--- config.mk ---
export PLATFORM = sky130hd
export DESIGN_NAME = spmv_row_reducer
export DESIGN_NICKNAME = d
export VERILOG_FILES = /design/src/rtl/spmv_pkg.sv /design/src/rtl/spmv_len_fifo.sv /design/src/rtl/spmv_row_reducer.sv
export SDC_FILE = /design/constraint.sdc
export NUM_CORES = 1
export LEC_CHECK = 0
export BUFFER_PORTS_ARGS = -buffer_cell sky130_fd_sc_hd__buf_4
export CAP_MARGIN = 0
export CORE_ASPECT_RATIO = 1.1
export CORE_MARGIN = 2
export CORE_UTILIZATION = 50
export CTS_CLUSTER_DIAMETER = 40
export DETAILED_ROUTE_END_ITERATION = 10
export PLACE_DENSITY = 0.7
export SLEW_MARGIN = 10
export SYNTH_ARGS = -nofsm -noshare
export SYNTH_HDL_FRONTEND = slang
export SYNTH_SLANG_ARGS = --single-unit
--- constraint.sdc ---
create_clock -name clk -period 15.7 [get_ports clk]
set_input_delay 0.785 -clock clk [delete_from_list [all_inputs] [get_ports clk]]
set_output_delay 0.785 -clock clk [all_outputs]
set_load 0.01 [all_outputs]
--- src/rtl/spmv_pkg.sv ---
// Shared state encoding and default widths for the SpMV fetch/reduce datapath.
package spmv_pkg;

    localparam int ELE_W_DEF = 32;
    localparam int ACC_W_DEF = 48;
    localparam int ROW_W_DEF = 16;

    typedef enum logic [2:0] {
        IDLE,
        LOAD,
        ACCUM,
        EMIT,
        DONE
    } reducer_state_t;

endpackage

--- src/rtl/spmv_len_fifo.sv ---
// Row-length FIFO: synchronous push/pop with a flush that wins over both.
// Push is ignored when full and pop when empty; simultaneous push+pop keeps occupancy.
import spmv_pkg::*;

module spmv_len_fifo #(
    parameter int W     = ELE_W_DEF,
    parameter int DEPTH = 4
) (
    input  logic         clk,
    input  logic         rst,
    input  logic         flush,
    input  logic         push,
    input  logic [W-1:0] din,
    input  logic         pop,
    output logic [W-1:0] dout,
    output logic         full,
    output logic         empty
);

    localparam int          AW       = (DEPTH > 1) ? $clog2(DEPTH) : 1;
    localparam logic [AW:0] FULL_CNT = (AW+1)'(DEPTH);

    logic [W-1:0]  mem_q [DEPTH];
    logic [W-1:0]  mem_d [DEPTH];
    logic [AW-1:0] wr_ptr_q, wr_ptr_d;
    logic [AW-1:0] rd_ptr_q, rd_ptr_d;
    logic [AW:0]   cnt_q, cnt_d;
    logic          do_push, do_pop;

    assign full    = (cnt_q == FULL_CNT);
    assign empty   = (cnt_q == '0);
    assign dout    = mem_q[rd_ptr_q];
    assign do_push = push && !full && !flush;
    assign do_pop  = pop && !empty && !flush;

    always_comb begin
        mem_d    = mem_q;
        wr_ptr_d = wr_ptr_q;
        rd_ptr_d = rd_ptr_q;
        cnt_d    = cnt_q;
        if (flush) begin
            wr_ptr_d = '0;
            rd_ptr_d = '0;
            cnt_d    = '0;
        end else begin
            if (do_push) begin
                mem_d[wr_ptr_q] = din;
                wr_ptr_d        = wr_ptr_q + 1'b1;
            end
            if (do_pop) begin
                rd_ptr_d = rd_ptr_q + 1'b1;
            end
            cnt_d = cnt_q + (AW+1)'(do_push) - (AW+1)'(do_pop);
        end
    end

    always_ff @(posedge clk or posedge rst) begin
        if (rst) begin
            for (int i = 0; i < DEPTH; i++) begin
                mem_q[i] <= '0;
            end
            wr_ptr_q <= '0;
            rd_ptr_q <= '0;
            cnt_q    <= '0;
        end else begin
            mem_q    <= mem_d;
            wr_ptr_q <= wr_ptr_d;
            rd_ptr_q <= rd_ptr_d;
            cnt_q    <= cnt_d;
        end
    end

endmodule

--- src/rtl/spmv_row_reducer.sv ---
// Accumulates signed products per row and emits one y[row] per row, in row order.
// SPMV_REDUCER_SAT_EN selects saturating additions with a sticky ovf; otherwise sums wrap.
import spmv_pkg::*;

module spmv_row_reducer #(
    parameter int ELE_W     = ELE_W_DEF,
    parameter int ACC_W     = ACC_W_DEF,
    parameter int ROW_W     = ROW_W_DEF,
    parameter int LEN_DEPTH = 4
) (
    input  logic             clk,
    input  logic             rst,
    input  logic             init,
    input  logic [ROW_W-1:0] nr,
    input  logic             len_val,
    output logic             len_rdy,
    input  logic [ELE_W-1:0] len_data,
    input  logic             prod_val,
    output logic             prod_rdy,
    input  logic [ELE_W-1:0] prod_data,
    output logic             y_val,
    input  logic             y_rdy,
    output logic [ACC_W-1:0] y_data,
    output logic [ROW_W-1:0] y_row,
    output logic             y_last,
    output logic             done,
    output logic             ovf
);

    reducer_state_t   state_q, state_d;
    logic [ROW_W-1:0] nr_q, nr_d;
    logic [ROW_W-1:0] row_idx_q, row_idx_d;
    logic [ELE_W-1:0] remaining_q, remaining_d;
    logic [ACC_W-1:0] acc_q, acc_d;
    logic             ovf_q, ovf_d;

    logic             fifo_full, fifo_empty, fifo_pop;
    logic [ELE_W-1:0] fifo_dout;
    logic [ACC_W-1:0] prod_sx, add_res;
    logic             clamp;
    logic [ROW_W-1:0] nr_last;

    spmv_len_fifo #(
        .W     (ELE_W),
        .DEPTH (LEN_DEPTH)
    ) u_len_fifo (
        .clk   (clk),
        .rst   (rst),
        .flush (init),
        .push  (len_val),
        .din   (len_data),
        .pop   (fifo_pop),
        .dout  (fifo_dout),
        .full  (fifo_full),
        .empty (fifo_empty)
    );

    assign prod_sx = ACC_W'($signed(prod_data));
    assign nr_last = nr_q - 1'b1;

`ifdef SPMV_REDUCER_SAT_EN
    logic [ACC_W:0] sum_ext;
    // One guard bit: a guard/sign disagreement means the true sum left the ACC_W range.
    assign sum_ext = {acc_q[ACC_W-1], acc_q} + {prod_sx[ACC_W-1], prod_sx};
    assign clamp   = (sum_ext[ACC_W] != sum_ext[ACC_W-1]);
    assign add_res = !clamp ? sum_ext[ACC_W-1:0]
                   : (sum_ext[ACC_W] ? {1'b1, {(ACC_W-1){1'b0}}}
                                     : {1'b0, {(ACC_W-1){1'b1}}});
`else
    assign add_res = acc_q + prod_sx;
    assign clamp   = 1'b0;
`endif

    always_comb begin
        state_d     = state_q;
        nr_d        = nr_q;
        row_idx_d   = row_idx_q;
        remaining_d = remaining_q;
        acc_d       = acc_q;
        ovf_d       = ovf_q;
        fifo_pop    = 1'b0;
        prod_rdy    = 1'b0;
        y_val       = 1'b0;
        if (init) begin
            state_d     = IDLE;
            nr_d        = nr;
            row_idx_d   = '0;
            remaining_d = '0;
            acc_d       = '0;
            ovf_d       = 1'b0;
        end else begin
            case (state_q)
                IDLE: begin
                    state_d = (nr_q == '0) ? DONE : LOAD;
                end
                LOAD: begin
                    if (!fifo_empty) begin
                        fifo_pop    = 1'b1;
                        remaining_d = fifo_dout;
                        acc_d       = '0;
                        state_d     = (fifo_dout == '0) ? EMIT : ACCUM;
                    end
                end
                ACCUM: begin
                    prod_rdy = 1'b1;
                    if (prod_val) begin
                        acc_d       = add_res;
                        remaining_d = remaining_q - 1'b1;
                        if (clamp) begin
                            ovf_d = 1'b1;
                        end
                        if (remaining_q == ELE_W'(1)) begin
                            state_d = EMIT;
                        end
                    end
                end
                EMIT: begin
                    y_val = 1'b1;
                    if (y_rdy) begin
                        row_idx_d = row_idx_q + 1'b1;
                        state_d   = (row_idx_q == nr_last) ? DONE : LOAD;
                    end
                end
                DONE: begin
                end
                default: begin
                    state_d = IDLE;
                end
            endcase
        end
    end

    always_ff @(posedge clk or posedge rst) begin
        if (rst) begin
            state_q     <= IDLE;
            nr_q        <= '0;
            row_idx_q   <= '0;
            remaining_q <= '0;
            acc_q       <= '0;
            ovf_q       <= 1'b0;
        end else begin
            state_q     <= state_d;
            nr_q        <= nr_d;
            row_idx_q   <= row_idx_d;
            remaining_q <= remaining_d;
            acc_q       <= acc_d;
            ovf_q       <= ovf_d;
        end
    end

    assign len_rdy = !fifo_full;
    assign y_data  = acc_q;
    assign y_row   = row_idx_q;
    assign y_last  = y_val && (row_idx_q == nr_last);
    assign done    = (state_q == DONE);
    assign ovf     = ovf_q;

endmodule

; ---- Yosys cells after proc, flatten, opt, wreduce, memory -nomap -nowiden
; Index checks and enable logic that the tools add are counted.
[totals]
word_cells = 98
inputBits = 86
ff_bits = 250
output_inout_bits = 70
[op_classes]
n_addsub = 8
magnitude_cmp = 3
n_reduce_logical = 22
muxes = 38
n_bitwise = 3
n_eq_ne = 12
[op_table]
columns = operator, count
row1 = $mux 32, 6
row2 = $mux 48, 3
row3 = $bwmux 128, 1
row4 = $pmux 48 s2, 1
row5 = $bmux 32 s2, 1
row6 = $demux 32 s2, 1
row7 = $pmux 32 s2, 1
row8 = $add 48x48->48, 1
row9 = $mux 16, 3
row10 = $eq 32x1->1 const B, 1
row11 = $logic_not 32->1, 1
row12 = $sub 32x1->32 const B, 1
row13 = $mux 3, 8
row14 = $add 16x1->16 const B, 1
row15 = $eq 16x16->1, 1
row16 = $logic_not 16->1, 1
row17 = $sub 16x1->16 const B, 1
row18 = $pmux 3 s5, 1
row19 = $ne 3x3->1 const B, 4
row20 = $mux 1, 8
row21 = $mux 2, 4
row22 = $reduce_bool 2->1, 4
row23 = $eq 3x2->1 const B, 2
row24 = $eq 3x3->1 const B, 2
row25 = 16 further kinds, 28

; ---- Logic depth before layout (Yosys ltp)
; Gate-level depths: netlist (run 1).
[logic_depth]
depth_word = 9
mapped_depth = 13

; ---- By module
; A second synthesis (run 1) with hierarchy kept.
[hier_totals]
cells_unflattened = 1379
area_unflattened_um2 = 15039.4
[modules_own_cells]
columns = mod, cells_each, area_per_inst_um2, seq_area_each_um2, n_inst
row1 = spmv_row_reducer, 1017, 8406.8, 2877.8, 1
row2 = spmv_len_fifo, 362, 6632.6, 3378.2, 1

; ---- Worst setup path after synthesis (run 1)
; OpenSTA, ideal clock, no wires.
[synth_path]
path_type = input-to-reg
startpoint = input port prod_data[0]
endpoint = register acc_q[46], in the netlist y_data[46]
cell_stages = 13
slack_ns = 12.363
arrival_time_ns = 3.205
required_time_ns = 15.567
cell_sequence = ha_1 > inv_1 > fa_1 > and2b_1 > o211ai_1 > a31oi_1 > a21o_2 > a21oi_2 > o21a_1 > o31a_1 > o41ai_2 > xnor2_1 > o21ai_1
[synth_via]
elab_chain_cells = 4
[synth_rtl]
columns = item, line
row1 = start: declaration, spmv_row_reducer.sv:20  ; input logic [ELE_W-1:0] prod_data,
row2 = $add 48x48->48, spmv_row_reducer.sv:70  ; assign add_res = acc_q + prod_sx;
row3 = $mux 48, spmv_row_reducer.sv:106  ; if (prod_val) begin
row4 = $pmux 48 s2, spmv_row_reducer.sv:92  ; case (state_q)
row5 = $mux 48, spmv_row_reducer.sv:84  ; if (init) begin
row6 = end signal: assignment, spmv_row_reducer.sv:139  ; acc_q <= '0;
row7 = end signal: assignment, spmv_row_reducer.sv:146  ; acc_q <= acc_d;
row8 = end: declaration, spmv_row_reducer.sv:34  ; logic [ACC_W-1:0] acc_q, acc_d;
; No other way between the ends. The select of a mux whose other input is x is not followed.
; A chain may end at the register's enable or synchronous reset.

; ---- Worst setup path after layout (run 1)
[layout_path]
startpoint = register nr_q[0]
endpoint = output port y_last
[layout_via]
elab_chain_cells = 3
[layout_rtl]
columns = item, line
row1 = start: declaration, spmv_row_reducer.sv:31  ; logic [ROW_W-1:0] nr_q, nr_d;
row2 = start signal: assignment, spmv_row_reducer.sv:143  ; nr_q <= nr_d;
row3 = $sub 16x1->16, spmv_row_reducer.sv:59  ; assign nr_last = nr_q - 1'b1;
row4 = $eq 16x16->1, spmv_row_reducer.sv:154  ; assign y_last = y_val && (row_idx_q == nr_last);
row5 = $logic_and 1x1->1, spmv_row_reducer.sv:154
row6 = end: declaration, spmv_row_reducer.sv:25  ; output logic y_last,
; No other way between the ends.

==> reports/results.md, run 1 <==
• **worst path required time** 14.91 ns
• **launching point of the worst reg2reg path** y_data[0]
• **clock latency at the later pin of the worst-skew pair** 0.51 ns
• **crit-path most repeated cell** sky130_fd_sc_hd__nor4_1
• **pin count of the biggest net entering global routing** 101
• **post_cts resized** 0
• **post-synthesis sequential area ratio** 0.439
• **pin slew with the least headroom to its limit** 1.04 ns
• **number of synthesized flops with an enable pin** 0
• **Final Skew** 0.0182 ns
• **RSZ-0062 raised after global routing** no
• **cell type with the highest aggregate area in the netlist** sky130_fd_sc_hd__dfrtp_1
• **DIE AREA** 29900 sq um
• **ratio of cells with drive above 1 in the final layout** 0.290
• **buffers added on ports** 154
• **layout-stage area growth over the synthesis result** 20.0%
• **final setup violating endpoints** 0
• **final worst-path cycle share** 0.251
• **remaining number of nets flagged by the antenna check after routing** 0
• **Post-route DRC** 0
• **average instance area after synthesis** 10.6 sq um
• **GRT Overall Usage** 0.227
• **aggregate routed wire length** 34.1 mm
• **Period minus WS final** 3.94 ns
• **crit-path cells** nor4_1 > nand3_1 > nor2_1 > nand2_1 > a22o_1 > a211oi_1 > nand4_1 > nor4_1 > buf_4
• **CTS max path bufs** 3
• **R2R Setup Slk** 12.42 ns
• **TritonCTS clock tree** done
• **DR vias/cell** 5.82
• **first-pass GRT wire length** 55.3 mm
• **delay of the slowest cell on the worst path** 0.53 ns
• **Post-Synthesis Cells** 1349
• **HPWL Detailed** 22.6 mm
• **Total Neg Setup Slack** 0 ns
• **Max-Cap Viols** 0
• **count of H-tree levels built during CTS** 2
• **number of post-CTS setup repair buffers** 0
• **overall power** 2.80 mW
• **floorplan core area** 27900 sq um
• **dominant synthesized flop cell** sky130_fd_sc_hd__dfrtp_1
• **leading cell type by number of instances after synthesis** sky130_fd_sc_hd__dfrtp_1
• **antenna violations before repair** 0
• **leakage dissipation** 7.90 nW
• **kind of capture point of the worst setup path** primary output
• **Iter 0 DRT Violations** 681
• **CP Class** reg -> out
• **Die Height** 181 um
• **Hold Buf Count CTS** 0
• **worst reg2reg path endpoint** y_data[46]
• **effective utilization at floorplan** 0.510
• **number of synthesis warnings** 0
• **flip-flop and latch count after synthesis** 250
• **number of diodes added for antenna fixing** 0
• **length in cells of the worst reg-to-reg path** 13
• **net total in the final layout** 1633
• **routed wire length per instance** 18.1 um
• **critical path data arrival time** 3.15 ns
• **outcome** finished, final reports clean
• **type of the worst min-delay path** in -> async
• **summed instance area of the synthesized netlist** 14300 sq um
• **number of hold violations in the final report** 0
• **clock-pin slew on the worst setup and hold paths** 0.06 ns
• **largest cells by area after synthesis** sky130_fd_sc_hd__dfrtp_1 (44%), sky130_fd_sc_hd__mux2_2 (11%), sky130_fd_sc_hd__mux4_2 (5.1%)
• **slowest stage cell on the critical path** sky130_fd_sc_hd__nor4_1
• **gpl congestion** 0.855
• **number of buffers created by CTS** 39
• **vias in the first global route** 10700
• **number of distinct library cells after synthesis** 81
• **top fanout value on the critical path** 8
• **Clock Tree Root** sky130_fd_sc_hd__clkbuf_16
• **count of final max-slew check failures** 0
• **row cnt** 64
• **worst rel slew slack** 0.302
• **Synth top area share** 0.439
• **Worst IR Drop VDD** 127 uV
• **power per standard cell area** 164 nW/um^2
• **Overflow after GRT** 0
• **Detailed Routing Iterations Pass 1** 5
• **nets in the synthesized netlist** 1494
• **horizontal die dimension** 165 um
• **total I/O pin count** 156
• **highest attainable clock frequency** 254 MHz
• **# clock sinks** 250
• **top post-synthesis cells by count** sky130_fd_sc_hd__dfrtp_1 (250), sky130_fd_sc_hd__mux2_2 (143), sky130_fd_sc_hd__o21ai_0 (111)
• **vias** 10900
• **startpoint type of the worst setup path** register
• **fraction of registers with async set or reset after synthesis** 1.00
## cell type report
type / count / area (sq um)
timing repair buffer: 168 / 1260
inverter: 35 / 139
fill: 2271 / 10800
clock buffer: 46 / 1040
clock inverter: 24 / 357
sequential: 250 / 6260
multi-input combinational: 994 / 7590
tap: 363 / 454
## per-stage QoR
step	worst slack [ns]	util	hold WS, ns	cell area, sq um	cells
6_report	11.76	0.612	0.354	17100	1880
5_1_grt	11.51	0.612	0.441	17100	1880
4_1_cts	11.72	0.612	0.394	17100	1880
3_5_place_dp	11.94	0.562	0.487	15700	1810
3_3_place_gp	12.00	0.562	0.480	15700	1810
2_1_floorplan	8.04	-	0.461	14300	1349
## state kept, by name, summed over array words and instances, names as in the netlist
register	cells
nr_q	16
remaining_q	32
u_len_fifo.rd_ptr_q	2
u_len_fifo.cnt_q	3
state_q	3
u_len_fifo.mem_q	128
u_len_fifo.wr_ptr_q	2
y_data	48
y_row	16
## worst max-delay path: cells and delay by family, from the launching register on
kind | cells | cell delay [ns]
and+or+nand+nor | 6 | 1.58
AOI/OAI and AO/OA | 2 | 0.47
DFF | 1 | 0.41
buffers and inverters | 1 | 0.18
## layout by cell type, fill, tap and decap left out, types with 5 or more instances in the layout
| master | netlist | final |
|---|---|---|
| sky130_fd_sc_hd__nor2b_1 | 14 | 14 |
| sky130_fd_sc_hd__xnor2_1 | 45 | 45 |
| sky130_fd_sc_hd__a31oi_1 | 5 | 5 |
| sky130_fd_sc_hd__o21ai_0 | 111 | 111 |
| sky130_fd_sc_hd__buf_4 | 1 | 167 |
| sky130_fd_sc_hd__bufinv_16 | 0 | 7 |
| sky130_fd_sc_hd__mux4_2 | 32 | 32 |
| sky130_fd_sc_hd__nand2b_1 | 9 | 9 |
| sky130_fd_sc_hd__nor4_1 | 20 | 20 |
| sky130_fd_sc_hd__nand3_1 | 24 | 24 |
| sky130_fd_sc_hd__ha_1 | 57 | 57 |
| sky130_fd_sc_hd__a211oi_1 | 5 | 5 |
| sky130_fd_sc_hd__and2_1 | 6 | 6 |
| sky130_fd_sc_hd__o21ai_1 | 19 | 19 |
| sky130_fd_sc_hd__dfrtp_1 | 250 | 249 |
| sky130_fd_sc_hd__nand4_1 | 14 | 14 |
| sky130_fd_sc_hd__a21o_1 | 21 | 21 |
| sky130_fd_sc_hd__o211ai_1 | 5 | 5 |
| sky130_fd_sc_hd__and3_1 | 22 | 22 |
| sky130_fd_sc_hd__mux2_2 | 143 | 143 |
| sky130_fd_sc_hd__o31ai_1 | 5 | 5 |
| sky130_fd_sc_hd__mux2i_1 | 6 | 6 |
| sky130_fd_sc_hd__a21oi_1 | 89 | 89 |
| sky130_fd_sc_hd__inv_6 | 0 | 7 |
| sky130_fd_sc_hd__o21a_1 | 11 | 11 |
| sky130_fd_sc_hd__clkbuf_16 | 0 | 39 |
| sky130_fd_sc_hd__inv_1 | 35 | 34 |
| sky130_fd_sc_hd__xor2_1 | 35 | 35 |
| sky130_fd_sc_hd__nor3_1 | 29 | 29 |
| sky130_fd_sc_hd__a22o_1 | 8 | 8 |
| sky130_fd_sc_hd__nand2_1 | 97 | 97 |
| sky130_fd_sc_hd__nor2_1 | 88 | 87 |
## kinds of logic (layout without fill, tap and decap cells)
group	Yosys count	after routing	share of synthesized area
other	1	1	0.000263
adder cells (fa/ha/maj)	59	59	0.0529
AO/OA/AOI/OAI	329	329	0.145
AND/OR/NAND/NOR	344	344	0.117
flip-flops	250	250	0.439
XOR/XNOR	80	80	0.0492
multiplexers	181	181	0.168
buffers and inverters	105	273	0.0290
## metal layers
metal  vias up  routed length [um]  track usage
met5         -                   0            0
met4         0                 783       0.0633
met3        65                1810       0.0333
met2       300               16200        0.372
met1      5386               15200        0.315
li1       5198                   -            -
## power by group
part	internal [mW]	switching (mW)	leakage (nW)
combinational	0.422	0.485	3.96
sequential	0.845	0.126	3.25
clock	0.599	0.323	0.682
total	1.87	0.934	7.90
## how the worst max path moves through the flow
| stage | depth (start not counted) | to | startpoint | slack [ns] |
|---|---|---|---|---|
| floorplan | 1 | nr_q[0] | rst | 8.04 |
| global placement | 14 | y_data[46] | prod_data[0] | 12.00 |
| detailed placement | 14 | y_data[46] | prod_data[0] | 11.94 |
| CTS | 9 | y_last | nr_q[0] | 11.72 |
| global route | 11 | y_last | nr_q[0] | 11.51 |
| finish | 9 | y_last | nr_q[0] | 11.76 |
(Power assumes the default switching activity.)
==> run 2, diff against run 1 <==
--- a/config.mk
+++ b/config.mk
@@ -5,6 +5,7 @@
 export SDC_FILE = /design/constraint.sdc
 export NUM_CORES = 1
 export LEC_CHECK = 0
+export ABC_AREA = 1
 export BUFFER_PORTS_ARGS = -buffer_cell sky130_fd_sc_hd__buf_4
 export CAP_MARGIN = 0
 export CORE_ASPECT_RATIO = 1.1
@@ -12,7 +13,7 @@
 export CORE_UTILIZATION = 50
 export CTS_CLUSTER_DIAMETER = 40
 export DETAILED_ROUTE_END_ITERATION = 10
-export PLACE_DENSITY = 0.7
+export PLACE_DENSITY = 0.72
 export SLEW_MARGIN = 10
 export SYNTH_ARGS = -nofsm -noshare
 export SYNTH_HDL_FRONTEND = slang
==> constraint.sdc (replaced) <==
create_clock -name clk -period 3.3 [get_ports clk]
set_input_delay 0.165 -clock clk [delete_from_list [all_inputs] [get_ports clk]]
set_output_delay 0.165 -clock clk [all_outputs]
set_load 0.01 [all_outputs]
==> run 2 against run 1 <==
Synthesized cell count increased by 68%. First-iteration DRC count increased by 76%. Synthesized area increased by 10%. Global-route usage increased by 5.3 points. Largest cell class unchanged.
==> reports/results.md, run 2 <==
• **outcome** finished, final reports clean
• **crit-path cells** inv_1 > ha_1 > nand2_1 > nor2_1 > nand2_1 > nand3_1 > inv_1 > nor2_1 > nand3_1 > nor2_1 > nand3_1 > nor2_1 > buf_4
• **Total Neg Setup Slack** 0 ns, unchanged
• **cell type with the highest aggregate area in the netlist** sky130_fd_sc_hd__dfrtp_1
• **Iter 0 DRT Violations** 1198, +76%
• **pin slew with the least headroom to its limit** 0.698 ns, -0.341 ns
• **largest cells by area after synthesis** sky130_fd_sc_hd__dfrtp_1 (40%), sky130_fd_sc_hd__nand2_1 (16%), sky130_fd_sc_hd__o21ai_0 (10%)
• **leading cell type by number of instances after synthesis** sky130_fd_sc_hd__nand2_1
• **critical path data arrival time** 2.70 ns, -0.45 ns
• **fraction of registers with async set or reset after synthesis** 1.00, unchanged
• **flip-flop and latch count after synthesis** 250, unchanged
• **ratio of cells with drive above 1 in the final layout** 0.113, -0.178
• **dominant synthesized flop cell** sky130_fd_sc_hd__dfrtp_1
• **DIE AREA** 32800 sq um, +9.9%
• **final worst-path cycle share** 0.868
• **GRT Overall Usage** 0.281, +0.0533
• **highest attainable clock frequency** 349 MHz
• **effective utilization at floorplan** 0.504, -0.00588
• **clock-pin slew on the worst setup and hold paths** 0.05 ns, about the same
• **number of diodes added for antenna fixing** 0, unchanged
• **vias** 15800, +45%
• **type of the worst min-delay path** in -> reg
• **layout-stage area growth over the synthesis result** 23.0%
• **DR vias/cell** 5.43, -6.8%
• **antenna violations before repair** 0, unchanged
• **pin count of the biggest net entering global routing** 88, -13%
• **power per standard cell area** 726 nW/um^2, +340%
• **# clock sinks** 250, unchanged
• **count of final max-slew check failures** 0, unchanged
• **most common cell after layout, fill and taps aside** sky130_fd_sc_hd__nand2_1
• **startpoint type of the worst setup path** register
• **area used by multi-input combinational logic** 8200 sq um, +8.0%
• **final setup violating endpoints** 0, unchanged
• **Overflow after GRT** 0, unchanged
• **CP Class** reg -> out
• **worst rel slew slack** 0.535, +0.233
• **Worst Hold Depth** 4
• **summed instance area of the synthesized netlist** 15700 sq um, +10%
• **count of H-tree levels built during CTS** 2, unchanged
• **R2R Setup Slk** 0.68 ns, -11.74 ns
• **area occupied by registers** 6260 sq um, unchanged
• **CTS max path bufs** 3, unchanged
• **kind of capture point of the worst setup path** primary output
• **first-pass GRT wire length** 75.8 mm, +37%
• **Post-Synthesis Cells** 2268, +68%
• **top post-synthesis cells by count** sky130_fd_sc_hd__nand2_1 (666), sky130_fd_sc_hd__o21ai_0 (317), sky130_fd_sc_hd__dfrtp_1 (250)
• **Die Height** 190 um, +4.8%
• **number of post-CTS setup repair buffers** 0, unchanged
• **crit-path most repeated cell** sky130_fd_sc_hd__nor2_1
• **HPWL Detailed** 31.9 mm, +41%
• **most frequent cells in the layout** sky130_fd_sc_hd__nand2_1 (662), sky130_fd_sc_hd__o21ai_0 (317), sky130_fd_sc_hd__dfrtp_1 (249)
• **Synth top area share** 0.399, -0.0404
• **dpl cells** 2786, +54%
• **Post-route DRC** 0, unchanged
• **number of distinct library cells after synthesis** 44, -46%
• **hold path startpoint** prod_data[23]
• **non-filler cells in the finished layout** 2917, +55%
• **gpl congestion** 0.989, +16%
• **slowest stage cell on the critical path** sky130_fd_sc_hd__dfrtp_1
• **routed wire length per instance** 15.7 um, -13%
• **switching part of the total** 0.376, +0.0425
• **final cell utilization of the core** 0.620, +0.00780
• **fillers** 2892, +27%
• **TritonCTS clock tree** done
• **switching power** 5.27 mW, +460%
• **flip-flop count of the largest register, all copies and words added** 128, unchanged
• **horizontal die dimension** 173 um, +4.8%
• **RSZ-0062 raised after global routing** no
• **top fanout value on the critical path** 5, -3
• **row cnt** 68, +6.3%
• **aggregate routed wire length** 45.9 mm, +35%
• **total I/O pin count** 156, unchanged
• **Final Skew** 0.0186 ns, +0.000462 ns
• **length in cells of the worst reg-to-reg path** 15, +2
• **nets in the synthesized netlist** 2413, +62%
• **post-synthesis sequential area ratio** 0.399, -0.0404
• **worst path required time** 3.13 ns, -11.78 ns
• **combinational share of power** 0.330, +0.006
• **Worst IR Drop VDD** 653 uV, +410%
• **launching point of the worst reg2reg path** y_data[0]
• **share of total power in sequential cells** 0.333, -0.014
• **number of hold violations in the final report** 0, unchanged
• **end of the worst hold path** y_data[23]
• **buffers added on ports** 154, unchanged
• **cell-internal power** 8.74 mW, +370%
• **Clock Tree Root** sky130_fd_sc_hd__clkbuf_16
• **number of buffers created by CTS** 44, +13%
• **net total in the final layout** 2608, +60%
• **clock power share** 0.337, +0.008
• **leakage dissipation** 9.54 nW, +21%
• **post_cts resized** 0, unchanged
• **Max-Cap Viols** 0, unchanged
• **remaining number of nets flagged by the antenna check after routing** 0, unchanged
• **register bank with the most flops** u_len_fifo.mem_q
• **clock latency at the later pin of the worst-skew pair** 0.55 ns, +0.04 ns
• **Detailed Routing Iterations Pass 1** 5, unchanged
• **worst reg2reg path endpoint** y_data[36]
• **number of synthesis warnings** 0, unchanged
• **delay of the slowest cell on the worst path** 0.39 ns, -0.14 ns
• **number of synthesized flops with an enable pin** 0, unchanged
• **floorplan core area** 31100 sq um, +11%
• **average instance area after synthesis** 6.92 sq um, -34%
• **Period minus WS final** 2.86 ns
• **vias in the first global route** 15200, +41%
[run 2: cell count changes in the layout (fill, tap and decap cells not counted), moves of 17 or more]
| cell | change |
|---|---|
| sky130_fd_sc_hd__inv_1 | +205 |
| sky130_fd_sc_hd__dlygate4sd3_1 | +51 |
| sky130_fd_sc_hd__xnor2_1 | -40 |
| sky130_fd_sc_hd__and3_1 | -22 |
| sky130_fd_sc_hd__nand2_1 | +565 |
| sky130_fd_sc_hd__o21ai_0 | +206 |
| sky130_fd_sc_hd__mux4_2 | -32 |
| sky130_fd_sc_hd__mux2_2 | -143 |
| sky130_fd_sc_hd__a21o_1 | -17 |
| sky130_fd_sc_hd__nor2_1 | +144 |
| sky130_fd_sc_hd__a21oi_1 | +46 |
| sky130_fd_sc_hd__nand3_1 | +115 |
[run 2: worst max-delay path by stage]
stage          depth (start not counted)    endpoint  slack, ns       from
4_1_cts                               13      y_last       0.43    nr_q[0]
5_1_grt                               12      y_last       0.23    nr_q[0]
3_5_place_dp                          15  y_data[36]       0.71  y_data[0]
2_1_floorplan                          1     nr_q[0]      -0.15        rst
3_3_place_gp                          15  y_data[36]       0.78  y_data[0]
6_report                              13      y_last       0.44    nr_q[0]
[run 2: final cells by class]
type,count,area share
inverter,246,0.0482
clock inverter,27,0.0173
tap,420,0.0272
multi-input combinational,1698,0.425
timing repair buffer,223,0.0959
sequential,250,0.324
clock buffer,53,0.0625
[run 2: through the flow]
step | hold WS (ns) | total power [mW] | setup WS, ns | cell area, sq um
CTS | 0.0710 | 14.1 | 0.433 | 19300
global placement | 0.293 | 9.07 | 0.782 | 17300
finish | 0.0788 | 14.0 | 0.436 | 19300
detailed placement | 0.285 | 9.20 | 0.710 | 17300
global route | 0.102 | 15.0 | 0.235 | 19300
floorplan | 0.282 | 7.85 | -0.153 | 15700
[run 2: worst max-delay path: cells and delay by family, from the launching register on]
family                     cells  cell delay [ns]
and+or+nand+nor                9             1.21
buffers and inverters          3             0.35
DFF                            1             0.39
adders and majority gates      1             0.21
[run 2: power groups by stage]
stage / clock (mW) / sequential [mW] / combinational, mW
finish: 4.72 / 4.67 / 4.62
global route: 4.95 / 4.79 / 5.26
CTS: 4.79 / 4.65 / 4.61
detailed placement: 0 / 4.68 / 4.51
global placement: 0 / 4.65 / 4.42
floorplan: 0 / 4.57 / 3.28
[run 2: metal layers]
layer  routed length (um)  part of all wire  up-vias  track usage
met4                 1540             0.034        0        0.100
met2                21400              0.47      558        0.472
met5                    0                 0        -            0
met1                20100              0.44     7377        0.370
met3                 2920             0.064      120       0.0426
li1                     -                 -     7782            -
[run 2: kinds of logic after synthesis]
kind of cell	Yosys count	share of synthesized area
buffers and inverters	320	0.0799
other	1	0.000239
AOI/OAI and AO/OA	500	0.167
xor gates and xnor gates	28	0.0156
adders and majority gates	59	0.0480
and+or+nand+nor	1110	0.290
DFF	250	0.399
[run 2: repair_timing]
item / in CTS / in global routing
hold buffers: 51 / 0
endpoints found under the hold margin: 169 / 0
endpoints found under the setup margin: 0 / 0
==> run 3, diff against run 2 <==
--- a/config.mk
+++ b/config.mk
@@ -14,6 +14,8 @@
 export CTS_CLUSTER_DIAMETER = 40
 export DETAILED_ROUTE_END_ITERATION = 10
 export PLACE_DENSITY = 0.72
+export RECOVER_POWER = 50
+export SKIP_LAST_GASP = 1
 export SLEW_MARGIN = 10
 export SYNTH_ARGS = -nofsm -noshare
 export SYNTH_HDL_FRONTEND = slang
==> run 3 against run 2 <==
The flow now finishes with violations (capacitance limit, slew limit). Flip-flop and latch count stayed put. Cell count is the same. Non-clock buffer count is the same. Via count increased by 0.52%. Clock skew decreased by 0.00086 ns. Sequential power is essentially flat. Die area stayed put. Combinational power fell by 1%. Worst hold slack better by 0.0012 ns.
==> reports/results.md, run 3 (synthesized netlist as in run 2, its figures left out) <==
• **row cnt** 68, unchanged
• **overall power** 14.0 mW, -0.34%
• **count of H-tree levels built during CTS** 2, unchanged
• **leakage dissipation** 9.26 nW, -2.9%
• **final design instance area without fill** 19000 sq um, -1.4%
• **clock latency at the later pin of the worst-skew pair** 0.55 ns, about the same
• **horizontal die dimension** 173 um, unchanged
• **flip-flop count of the largest register, all copies and words added** 128, unchanged
• **TritonCTS clock tree** done
• **# clock sinks** 250, unchanged
• **Die Height** 190 um, unchanged
• **remaining number of nets flagged by the antenna check after routing** 0, unchanged
• **DIE AREA** 32800 sq um, unchanged
• **CP Class** reg -> out
• **hold_ws** 0.0800 ns, +0.00121 ns
• **RSZ-0062 raised after global routing** no
• **Final Skew** 0.0178 ns, -0.000855 ns
• **most common cell after layout, fill and taps aside** sky130_fd_sc_hd__nand2_1
• **violations in the final reports** capacitance limit, slew limit
• **combinational share of power** 0.328, -0.002
• **worst-case setup margin in the final layout** 0.432 ns, -0.00348 ns
• **number of diodes added for antenna fixing** 0, unchanged
• **critical path data arrival time** 2.70 ns, about the same
• **register bank with the most flops** u_len_fifo.mem_q
• **Detailed Routing Iterations Pass 1** 6, +1
• **clock power share** 0.338, about the same
• **share of total power in sequential cells** 0.334, about the same
• **pin slew with the least headroom to its limit** 1.62 ns, +0.917 ns
• **kind of capture point of the worst setup path** primary output
• **post_cts resized** 0, unchanged
• **effective utilization at floorplan** 0.504, unchanged
• **HPWL Detailed** 31.9 mm, unchanged
• **most frequent cells in the layout** sky130_fd_sc_hd__nand2_1 (662), sky130_fd_sc_hd__o21ai_0 (317), sky130_fd_sc_hd__dfrtp_1 (249)
• **first-pass GRT wire length** 75.8 mm, unchanged
• **Post-route DRC** 0, unchanged
• **total I/O pin count** 156, unchanged
• **startpoint type of the worst setup path** register
• **cell area reported after detailed placement** 17300 sq um, unchanged
• **number of hold violations in the final report** 0, unchanged
• **number of buffers created by CTS** 44, unchanged
• **GRT Overall Usage** 0.281, unchanged
• **ratio of cells with drive above 1 in the final layout** 0.0873, -0.0252
• **vias** 15900, +0.52%
• **Clock Tree Root** sky130_fd_sc_hd__clkbuf_16
• **CTS max path bufs** 3, unchanged
• **switching power** 5.27 mW, about the same
• **cell-internal power** 8.69 mW, -0.58%
• **pin count of the biggest net entering global routing** 88, unchanged
• **routed wire length per instance** 15.8 um, +0.56%
• **switching part of the total** 0.378, +0.00151
• **worst path required time** 3.13 ns, about the same
• **antenna violations before repair** 0, unchanged
• **power per standard cell area** 733 nW/um^2, +1.1%
• **gpl congestion** 0.989, unchanged
• **final cell utilization of the core** 0.611, -0.00856
• **Max-Cap Viols** 1, +1
• **vias in the first global route** 15200, unchanged
• **buffers added on ports** 154, unchanged
• **highest attainable clock frequency** 349 MHz, -0.12%
• **type of the worst min-delay path** in -> reg
• **floorplan core area** 31100 sq um, unchanged
• **net total in the final layout** 2608, unchanged
• **final worst-path cycle share** 0.869, +0.00105
• **Period minus WS final** 2.87 ns, +0.00348 ns
• **clock-pin slew on the worst setup and hold paths** 0.05 ns, about the same
• **Overflow after GRT** 0, unchanged
• **Worst IR Drop VDD** 656 uV, +0.40%
• **Iter 0 DRT Violations** 1281, +6.9%
• **Post-Place Setup Slack** 0.710 ns, unchanged
• **final setup violating endpoints** 0, unchanged
• **top fanout value on the critical path** 5, unchanged
• **layout-stage area growth over the synthesis result** 21.3%
• **worst rel slew slack** -0.0770, -0.612
• **outcome** complete, but fails checks
• **DR vias/cell** 5.46, +0.52%
• **count of final max-slew check failures** 77, +77
• **aggregate routed wire length** 46.1 mm, +0.56%
==> run 3: cell count changes in the layout (fill, tap and decap cells not counted), sizes merged <==
cell and change:
buf -65, clkbuf +65
==> run 3: layer usage <==
layer  up-vias  global-route usage  part of all wire
met1      7420               0.370              0.43
met3       107              0.0426             0.064
met4         0               0.100             0.032
met2       607               0.472              0.47
li1       7785                   -                 -
met5         -                   0                 0
==> run 3: power by group through the flow <==
stage,registers (mW),logic (mW),clock network [mW]
finish,4.67,4.57,4.72
CTS,4.65,4.61,4.79
global route,4.79,5.21,4.95
detailed placement,4.68,4.51,0
global placement,4.65,4.42,0
floorplan,4.57,3.28,0
==> run 3: worst paths after layout <==
kind / startpoint / to / slack, ns / cells past startpoint
min: prod_data[23] / y_data[23] / 0.08 / 4
min reg2reg: u_len_fifo.mem_q[78] / u_len_fifo.mem_q[78] / 0.48 / 2
max in group asynchronous: rst / u_len_fifo.mem_q[119] / 0.78 / 4
max: nr_q[0] / y_last / 0.43 / 13
max reg2reg: y_data[0] / y_data[36] / 0.67 / 15
min in group asynchronous: rst / u_len_fifo.mem_q[31] / 0.40 / 3
==> run 3: final cells by class <==
type | count | area [sq um]
fillers | 2986 | 12100
multi-input cells | 1698 | 8200
flip-flops and latches | 250 | 6260
repair buffers | 223 | 1590
clock buffers | 53 | 1210
inverters | 246 | 927
well taps | 420 | 526
clock inverters | 27 | 334
==> run 3: critical path: stages, from the launching register on <==
cell and delay (ns):
sky130_fd_sc_hd__dfrtp_1 0.39, sky130_fd_sc_hd__inv_1 0.15, sky130_fd_sc_hd__ha_1 0.21, sky130_fd_sc_hd__nand2_1 0.14, sky130_fd_sc_hd__nor2_1 0.30, sky130_fd_sc_hd__nand2_1 0.12, sky130_fd_sc_hd__nand3_1 0.12, sky130_fd_sc_hd__inv_1 0.05
sky130_fd_sc_hd__nor2_1 0.09, sky130_fd_sc_hd__nand3_1 0.07, sky130_fd_sc_hd__nor2_1 0.11, sky130_fd_sc_hd__nand3_1 0.10, sky130_fd_sc_hd__nor2_1 0.17, sky130_fd_sc_hd__buf_4 0.15
==> run 3: what timing repair did <==
| action | in CTS | in global routing |
|---|---|---|
| hold buffers | 51 | 0 |
| setup buffers | 0 | 0 |
| hold endpoints to repair | 169 | 0 |
==> run 3: through the flow <==
step           TNS (ns)  std cells
2_1_floorplan    -38.17       2268
3_3_place_gp          0       2786
3_5_place_dp          0       2786
4_1_cts               0       2917
5_1_grt               0       2917
6_report              0       2917
